$ cat config.mk
export PLATFORM = sky130hd
export DESIGN_NAME = io_frame_scheduler
export DESIGN_NICKNAME = d
export VERILOG_FILES = /design/src/rtl/io_frame_pkg.sv /design/src/rtl/io_rate_tick.sv /design/src/rtl/io_frame_scheduler.sv
export SDC_FILE = /design/constraint.sdc
export NUM_CORES = 1
export LEC_CHECK = 0
export ABC_AREA = 1
export CORE_MARGIN = 1
export CORE_UTILIZATION = 57
export CTS_CLUSTER_SIZE = 25
export DETAILED_ROUTE_END_ITERATION = 10
export HOLD_SLACK_MARGIN = 0.1
export PLACE_DENSITY = 0.84
export SLEW_MARGIN = 20
export SYNTH_ARGS = -nofsm -noshare
export SYNTH_HDL_FRONTEND = slang
export SYNTH_HIERARCHICAL = 1
export SYNTH_SLANG_ARGS = --single-unit
export TNS_END_PERCENT = 1
$ cat constraint.sdc
create_clock -name i_CLK -period 3.1 [get_ports i_CLK]
set_input_delay 0.31 -clock i_CLK [delete_from_list [all_inputs] [get_ports i_CLK]]
set_output_delay 0.31 -clock i_CLK [all_outputs]
set_load 0.03 [all_outputs]
$ cat src/rtl/io_frame_pkg.sv
// Shared constants, state type and snapshot packing for the IO frame scheduler.
// Frame lengths for both builds live here; the top picks one with IO_FRAME_CHECKSUM_EN.
package io_frame_pkg;

   localparam logic [7:0] HDR_STATUS = 8'hA5;
   localparam logic [7:0] HDR_ACK    = 8'h5A;

   localparam int STATUS_LEN_PLAIN = 8;
   localparam int STATUS_LEN_CSUM  = 9;
   localparam int ACK_LEN_PLAIN    = 2;
   localparam int ACK_LEN_CSUM     = 3;

   localparam int SNAP_W   = 56;
   localparam int OFS_LEDS = 0;
   localparam int OFS_7S0  = 10;
   localparam int OFS_7S1  = 17;
   localparam int OFS_7S2  = 24;
   localparam int OFS_7S3  = 31;
   localparam int OFS_7S4  = 38;
   localparam int OFS_7S5  = 45;
   localparam int OFS_PAD  = 52;

   typedef enum logic [1:0] {
      ST_IDLE = 2'd0,
      ST_SEND = 2'd1,
      ST_DONE = 2'd2
   } frame_state_t;

   function automatic logic [SNAP_W-1:0] pack_snapshot(
      input logic [9:0] leds,
      input logic [6:0] s0, input logic [6:0] s1, input logic [6:0] s2,
      input logic [6:0] s3, input logic [6:0] s4, input logic [6:0] s5);
      logic [SNAP_W-1:0] v;
      v = '0;
      v[OFS_LEDS +: 10] = leds;
      v[OFS_7S0  +: 7]  = s0;
      v[OFS_7S1  +: 7]  = s1;
      v[OFS_7S2  +: 7]  = s2;
      v[OFS_7S3  +: 7]  = s3;
      v[OFS_7S4  +: 7]  = s4;
      v[OFS_7S5  +: 7]  = s5;
      return v;
   endfunction

endpackage

$ cat src/rtl/io_rate_tick.sv
// Free-running divider: one-cycle o_TICK every clock/rate cycles, first tick
// exactly clock/rate cycles after reset release.
module io_rate_tick #(
   parameter int clock = 50000000,
   parameter int rate  = 20
) (
   input  logic i_CLK,
   input  logic i_RST,
   output logic o_TICK
);

   localparam int RATE_SAFE = (rate < 1) ? 1 : rate;
   localparam int DIV_RAW   = clock / RATE_SAFE;
   localparam int DIV       = (DIV_RAW < 1) ? 1 : DIV_RAW;
   localparam int CW        = ($clog2(DIV) < 1) ? 1 : $clog2(DIV);
   localparam logic [CW-1:0] LAST = CW'(DIV - 1);

   logic [CW-1:0] r_cnt;
   logic          r_tick;

   always_ff @(posedge i_CLK) begin
      if (!i_RST) begin
         r_cnt  <= '0;
         r_tick <= 1'b0;
      end else if (r_cnt == LAST) begin
         r_cnt  <= '0;
         r_tick <= 1'b1;
      end else begin
         r_cnt  <= r_cnt + 1'b1;
         r_tick <= 1'b0;
      end
   end

   assign o_TICK = r_tick;

endmodule

$ cat src/rtl/io_frame_scheduler.sv
// Schedules periodic status frames and on-demand ack frames onto a byte stream.
// Define IO_FRAME_CHECKSUM_EN to append an XOR checksum byte to every frame.
module io_frame_scheduler
   import io_frame_pkg::*;
#(
   parameter int clock = 50000000,
   parameter int rate  = 20
) (
   input  logic       i_CLK,
   input  logic       i_RST,
   input  logic [9:0] i_LEDS,
   input  logic [6:0] i_7S0,
   input  logic [6:0] i_7S1,
   input  logic [6:0] i_7S2,
   input  logic [6:0] i_7S3,
   input  logic [6:0] i_7S4,
   input  logic [6:0] i_7S5,
   input  logic       i_ACK_REQ,
   input  logic [7:0] i_ACK_CODE,
   output logic [7:0] o_TX_DATA,
   output logic       o_TX_VALID,
   input  logic       i_TX_READY,
   output logic       o_BUSY,
   output logic       o_FRAME_DONE,
   output logic       o_ACK_OVF,
   output logic [1:0] o_STATE
);

`ifdef IO_FRAME_CHECKSUM_EN
   localparam int STAT_LEN = STATUS_LEN_CSUM;
   localparam int ACK_LEN  = ACK_LEN_CSUM;
`else
   localparam int STAT_LEN = STATUS_LEN_PLAIN;
   localparam int ACK_LEN  = ACK_LEN_PLAIN;
`endif
   localparam logic [3:0] STAT_LAST = 4'(STAT_LEN - 1);
   localparam logic [3:0] ACK_LAST  = 4'(ACK_LEN - 1);

   frame_state_t      r_state;
   frame_state_t      w_state_nxt;
   logic              r_stat_pend;
   logic              r_ack_pend;
   logic              r_ack_ovf;
   logic              r_is_ack;
   logic [7:0]        r_ack_code;
   logic [SNAP_W-1:0] r_snap;
   logic [3:0]        r_idx;

   logic              w_tick;
   logic              w_sel;
   logic              w_sel_ack;
   logic              w_sel_stat;
   logic              w_ack_blocked;
   logic              w_xfer;
   logic              w_last;
   logic [7:0]        w_byte;
   logic [SNAP_W-1:0] w_snap_in;

   io_rate_tick #(.clock(clock), .rate(rate)) u_tick (
      .i_CLK (i_CLK),
      .i_RST (i_RST),
      .o_TICK(w_tick)
   );

   assign w_snap_in = pack_snapshot(i_LEDS, i_7S0, i_7S1, i_7S2, i_7S3, i_7S4, i_7S5);

   assign w_sel         = (r_state == ST_IDLE) && (r_stat_pend || r_ack_pend);
   assign w_sel_ack     = w_sel && r_ack_pend;
   assign w_sel_stat    = w_sel && !r_ack_pend;
   // A request only collides when the pending ack is not being consumed this edge.
   assign w_ack_blocked = r_ack_pend && !w_sel_ack;
   // Handshake: a byte moves on every edge where o_TX_VALID and i_TX_READY are both
   // high; until then o_TX_VALID stays high and o_TX_DATA holds its value.
   assign w_xfer        = (r_state == ST_SEND) && i_TX_READY;
   assign w_last        = r_is_ack ? (r_idx == ACK_LAST) : (r_idx == STAT_LAST);

   always_comb begin
      w_state_nxt = r_state;
      case (r_state)
         ST_IDLE: if (w_sel) w_state_nxt = ST_SEND;
         ST_SEND: if (w_xfer && w_last) w_state_nxt = ST_DONE;
         ST_DONE: w_state_nxt = ST_IDLE;
         default: w_state_nxt = ST_IDLE;
      endcase
   end

`ifdef IO_FRAME_CHECKSUM_EN
   logic [7:0] r_csum;
   logic [7:0] w_csum_in;

   always_comb begin
      w_csum_in = 8'h00;
      for (int k = 0; k < 7; k++) w_csum_in = w_csum_in ^ w_snap_in[8*k +: 8];
   end

   always_ff @(posedge i_CLK) begin
      if (!i_RST) r_csum <= 8'h00;
      else if (w_sel_stat) r_csum <= w_csum_in;
   end
`endif

   always_comb begin
      w_byte = 8'h00;
      if (r_idx == 4'd0) begin
         w_byte = r_is_ack ? HDR_ACK : HDR_STATUS;
      end else if (r_is_ack) begin
         if (r_idx == 4'd1) w_byte = r_snap[7:0];
`ifdef IO_FRAME_CHECKSUM_EN
         if (r_idx == 4'd2) w_byte = ~r_snap[7:0];
`endif
      end else begin
         for (int k = 0; k < 7; k++) if (r_idx == 4'(k + 1)) w_byte = r_snap[8*k +: 8];
`ifdef IO_FRAME_CHECKSUM_EN
         if (r_idx == 4'd8) w_byte = r_csum;
`endif
      end
   end

   always_ff @(posedge i_CLK) begin
      if (!i_RST) begin
         r_state     <= ST_IDLE;
         r_stat_pend <= 1'b0;
         r_ack_pend  <= 1'b0;
         r_ack_ovf   <= 1'b0;
         r_is_ack    <= 1'b0;
         r_ack_code  <= 8'h00;
         r_snap      <= '0;
         r_idx       <= 4'd0;
      end else begin
         r_state     <= w_state_nxt;
         r_ack_ovf   <= i_ACK_REQ && w_ack_blocked;
         r_stat_pend <= (r_stat_pend && !w_sel_stat) || w_tick;
         if (i_ACK_REQ && !w_ack_blocked) begin
            r_ack_pend <= 1'b1;
            r_ack_code <= i_ACK_CODE;
         end else if (w_sel_ack) begin
            r_ack_pend <= 1'b0;
         end
         // Ack frames reuse the payload register so a late request cannot alter them.
         if (w_sel) begin
            r_idx    <= 4'd0;
            r_is_ack <= r_ack_pend;
            r_snap   <= r_ack_pend ? {48'h0, r_ack_code} : w_snap_in;
         end else if (w_xfer && !w_last) begin
            r_idx <= r_idx + 4'd1;
         end
      end
   end

   assign o_TX_VALID   = i_RST && (r_state == ST_SEND);
   assign o_TX_DATA    = o_TX_VALID ? w_byte : 8'h00;
   assign o_BUSY       = i_RST && (r_state != ST_IDLE);
   assign o_FRAME_DONE = i_RST && (r_state == ST_DONE);
   assign o_ACK_OVF    = i_RST && r_ack_ovf;
   assign o_STATE      = r_state;

endmodule

==> metrics <==
fin cells 834; number of sinks handled by clock tree synthesis 93; count of input and output buffers 77; library cells used by synthesis 31; Fin Hold WS 0.1981 ns; minimum period implied by the final worst setup slack 2.663 ns; vias per inst ~5.4; total wire length 11.71 mm; final core area utilization 0.7197; CTS Buf Count 9; full die area roughly 8400 sq um; post-synth top area cell dfxtp_1; area fraction in compound gates after synthesis 0.1588; Pint 1.818 mW; type of origin of the critical path flip-flop; first-pass GRT wire length 19.70 mm; Clk Latency, worst-skew pair between 0.3 and 0.4 ns; Synth Warn # 6; ratio of cells with drive above 1 in the final layout 0.07104; max cap viols 0; DRC violation count after routing 0; setup repair after global routing missed its margin false; count of final hold-check violations 0; 1st-iter DRT viols 140; share of synthesized area spent on multiplexers 0; row count 32; antenna cells 0; Finish-stage setup viols 0; nets in the synthesized netlist 728; final setup skew between 0.015 and 0.02 ns; kind of critical path reg -> out; CTS HTree Levels 3; residual antenna-violating net count after detailed routing 0; Clock transition at path regs roughly 0.10 ns; portion of total power attributed to combinational logic 0.145; number of nets in the final layout 796; worst max-slew margin expressed relative to the limit 0.4157; pin count of the biggest net entering global routing 61; mapped cell area 4561 sq um; post-layout instance area 5562 sq um; clock network power share 0.343; Worst Setup End Kind primary output; number of antenna violations at the first check in global routing 0; instance area after placement 5348 sq um; number of pins exceeding their max-slew limit in the final report 0; die outline height 91.45 um; setup_tns 0 ns; number of setup buffers added after CTS 0; required time at the endpoint of the critical path about 2.8 ns; Static Leakage between 2 and 2.5 nW; synthesized flop and latch total just over 90; main combinational cell family by area after synthesis simple AND/OR/NAND/NOR gates; post-synthesis cell count roughly 660; Initial Util 0.5902; area share of the largest cell type after synthesis 0.4082; Via Count 4,486; share of total power in sequential cells 0.511; number of top-level pins 78; first-pass detailed-route iteration total 5; maximum fanout encountered on the critical timing path 10; CTS Root Buffer Type clkbuf_8; type of the tightest min-delay check in -> reg; net switching share of the total power 0.2793; area share of and/or/nand/nor cells after synthesis 0.2927; aggregate global-route resource usage 0.2970; arrival time at the worst endpoint 2.35 ns; number of instances resized during post-cts repair 0; maximum VDD drop 277.4 uV; number of fillers in the final layout roughly 660; overall power 2.522 mW; synthesized-area fraction occupied by xor and xnor cells 0.01728; number of global-route vias before repair about 4,300; sum of overflow across all layers after global routing 0; maximum operating frequency 375.5 MHz; leading cell types by total area after synthesis dfxtp_1 (41%), nand3_1 (9.2%), nand2_1 (9.1%), o21ai_0 (8.1%), inv_1 (7.7%); pre-CTS setup slack between 0.8 and 0.9 ns; detailed-route wire length per cell 14.04 um; number of hold buffers added after CTS 0; part of the cycle the worst path needs 0.8590; post-synthesis share of cell area spent on full adders, half adders and majority gates 0.01372; sequential fraction of the synthesis area 0.4082; placeable core region 7727 sq um; signed area change from the synthesized netlist to the final layout 21.95%; cell count after placement 818; run status finished clean; slew at the pin closest to its max-slew limit 0.8707 ns; power spent charging and discharging nets 0.7044 mW; half-perimeter wire length after placement 8.637 mm; horizontal die dimension between 90 and 100 um; worst setup margin 0.4372 ns; power per cell area 453.5 nW/um^2; TritonCTS clock tree built; global placer's final weighted congestion 0.9244; maximum clock insertion buffer count 2; average cell area after synthesis 6.921 sq um
synth_stat cells:
master / n
a32o_1: 6
dfxtp_1: 93
o21ai_0: 74
nand2_2: 3
ha_1: 5
nand2_1: 111
o21ai_1: 3
or2_0: 1
nand4_1: 14
buf_2: 5
o21bai_1: 5
nand3_1: 84
nand2_4: 2
clkbuf_1: 16
inv_1: 93
buf_4: 2
inv_2: 5
nor2_4: 4
a21oi_1: 35
xor2_1: 5
nor2_1: 65
a31oi_1: 8
clkinv_1: 1
buf_8: 1
nor3_1: 5
buf_6: 1
nor3b_1: 1
nand3_2: 1
o21ai_4: 1
xnor2_1: 4
nor2_2: 5
state kept, by name, indices dropped and copies added, names as in the netlist:
register and cells:
u_tick/r_cnt 22, r_is_ack 1, r_snap 52, r_ack_pend 1
r_idx 4, o_STATE 2, r_stat_pend 1, r_ack_ovf 1
u_tick/o_TICK 1, r_ack_code 8
layout make-up:
class                   instances  area, sq um  area share
clock buffers                  10        137.6     0.02475
clock inverters                 6        76.32     0.01372
inverters                      99        371.6     0.06682
multi-input cells             442         2206      0.3966
flip-flops and latches         93         1862      0.3348
well taps                     102        127.6     0.02295
repair buffers                 82        780.7      0.1404
layer usage:
metal / vias up / track usage / wire length, um
li1: 2283 / - / -
met3: 26 / 0.04690 / 599
met1: 2039 / 0.3699 / 5225
met4: 0 / 0.1402 / 350
met2: 138 / 0.5000 / 5537
met5: - / 0 / 0
cells by family after synthesis:
group | Yosys count
xor+xnor | 9
simple gates | 296
buf+inv | 124
fa+ha+maj | 5
flops | 93
compound gates | 132
final timing paths:
| kind | from | endpoint | slack [ns] | cells after the start |
|---|---|---|---|---|
| min reg2reg | u_tick/r_cnt[0] | u_tick/r_cnt[0] | 0.47 | 1 |
| max | r_idx[1] | o_TX_DATA[2] | 0.44 | 10 |
| max reg2reg | o_STATE[1] | r_idx[3] | 0.93 | 8 |
| min | i_RST | r_snap[7] | 0.20 | 3 |
cell usage in the layout, fill, tap and decap left out, drive strengths merged, types with 6 or more instances in the layout:
cell           synthesis  routed
nand3                 85      85
o21ai                 78      78
buf                    9      15
a32o                   6       6
a31oi                  8       8
clkbuf                16      10
a21oi                 35      35
inv                   98     101
nor2                  74      74
nand2                116     116
nand4                 14      14
dfxtp                 93      93
clkdlybuf4s50          0      67
power groups by stage:
stage	logic [mW]	clock network [mW]	registers, mW
after global routing	0.404	0.931	1.30
after global placement	0.352	0	1.31
after detailed placement	0.362	0	1.32
after floorplan	0.210	0	1.31
final	0.366	0.866	1.29
after CTS	0.366	0.876	1.29
worst max-delay path, cell delays in order, from the launching register on:
cell	delay, ns
dfxtp_1	0.40
inv_1	0.09
ha_1	0.30
nand3_1	0.27
inv_1	0.18
a21oi_1	0.19
nand2_1	0.10
nand2_1	0.07
nand2_1	0.05
a21oi_1	0.13
buf_4	0.18
No activity file was read; power rests on OpenSTA's default activity.
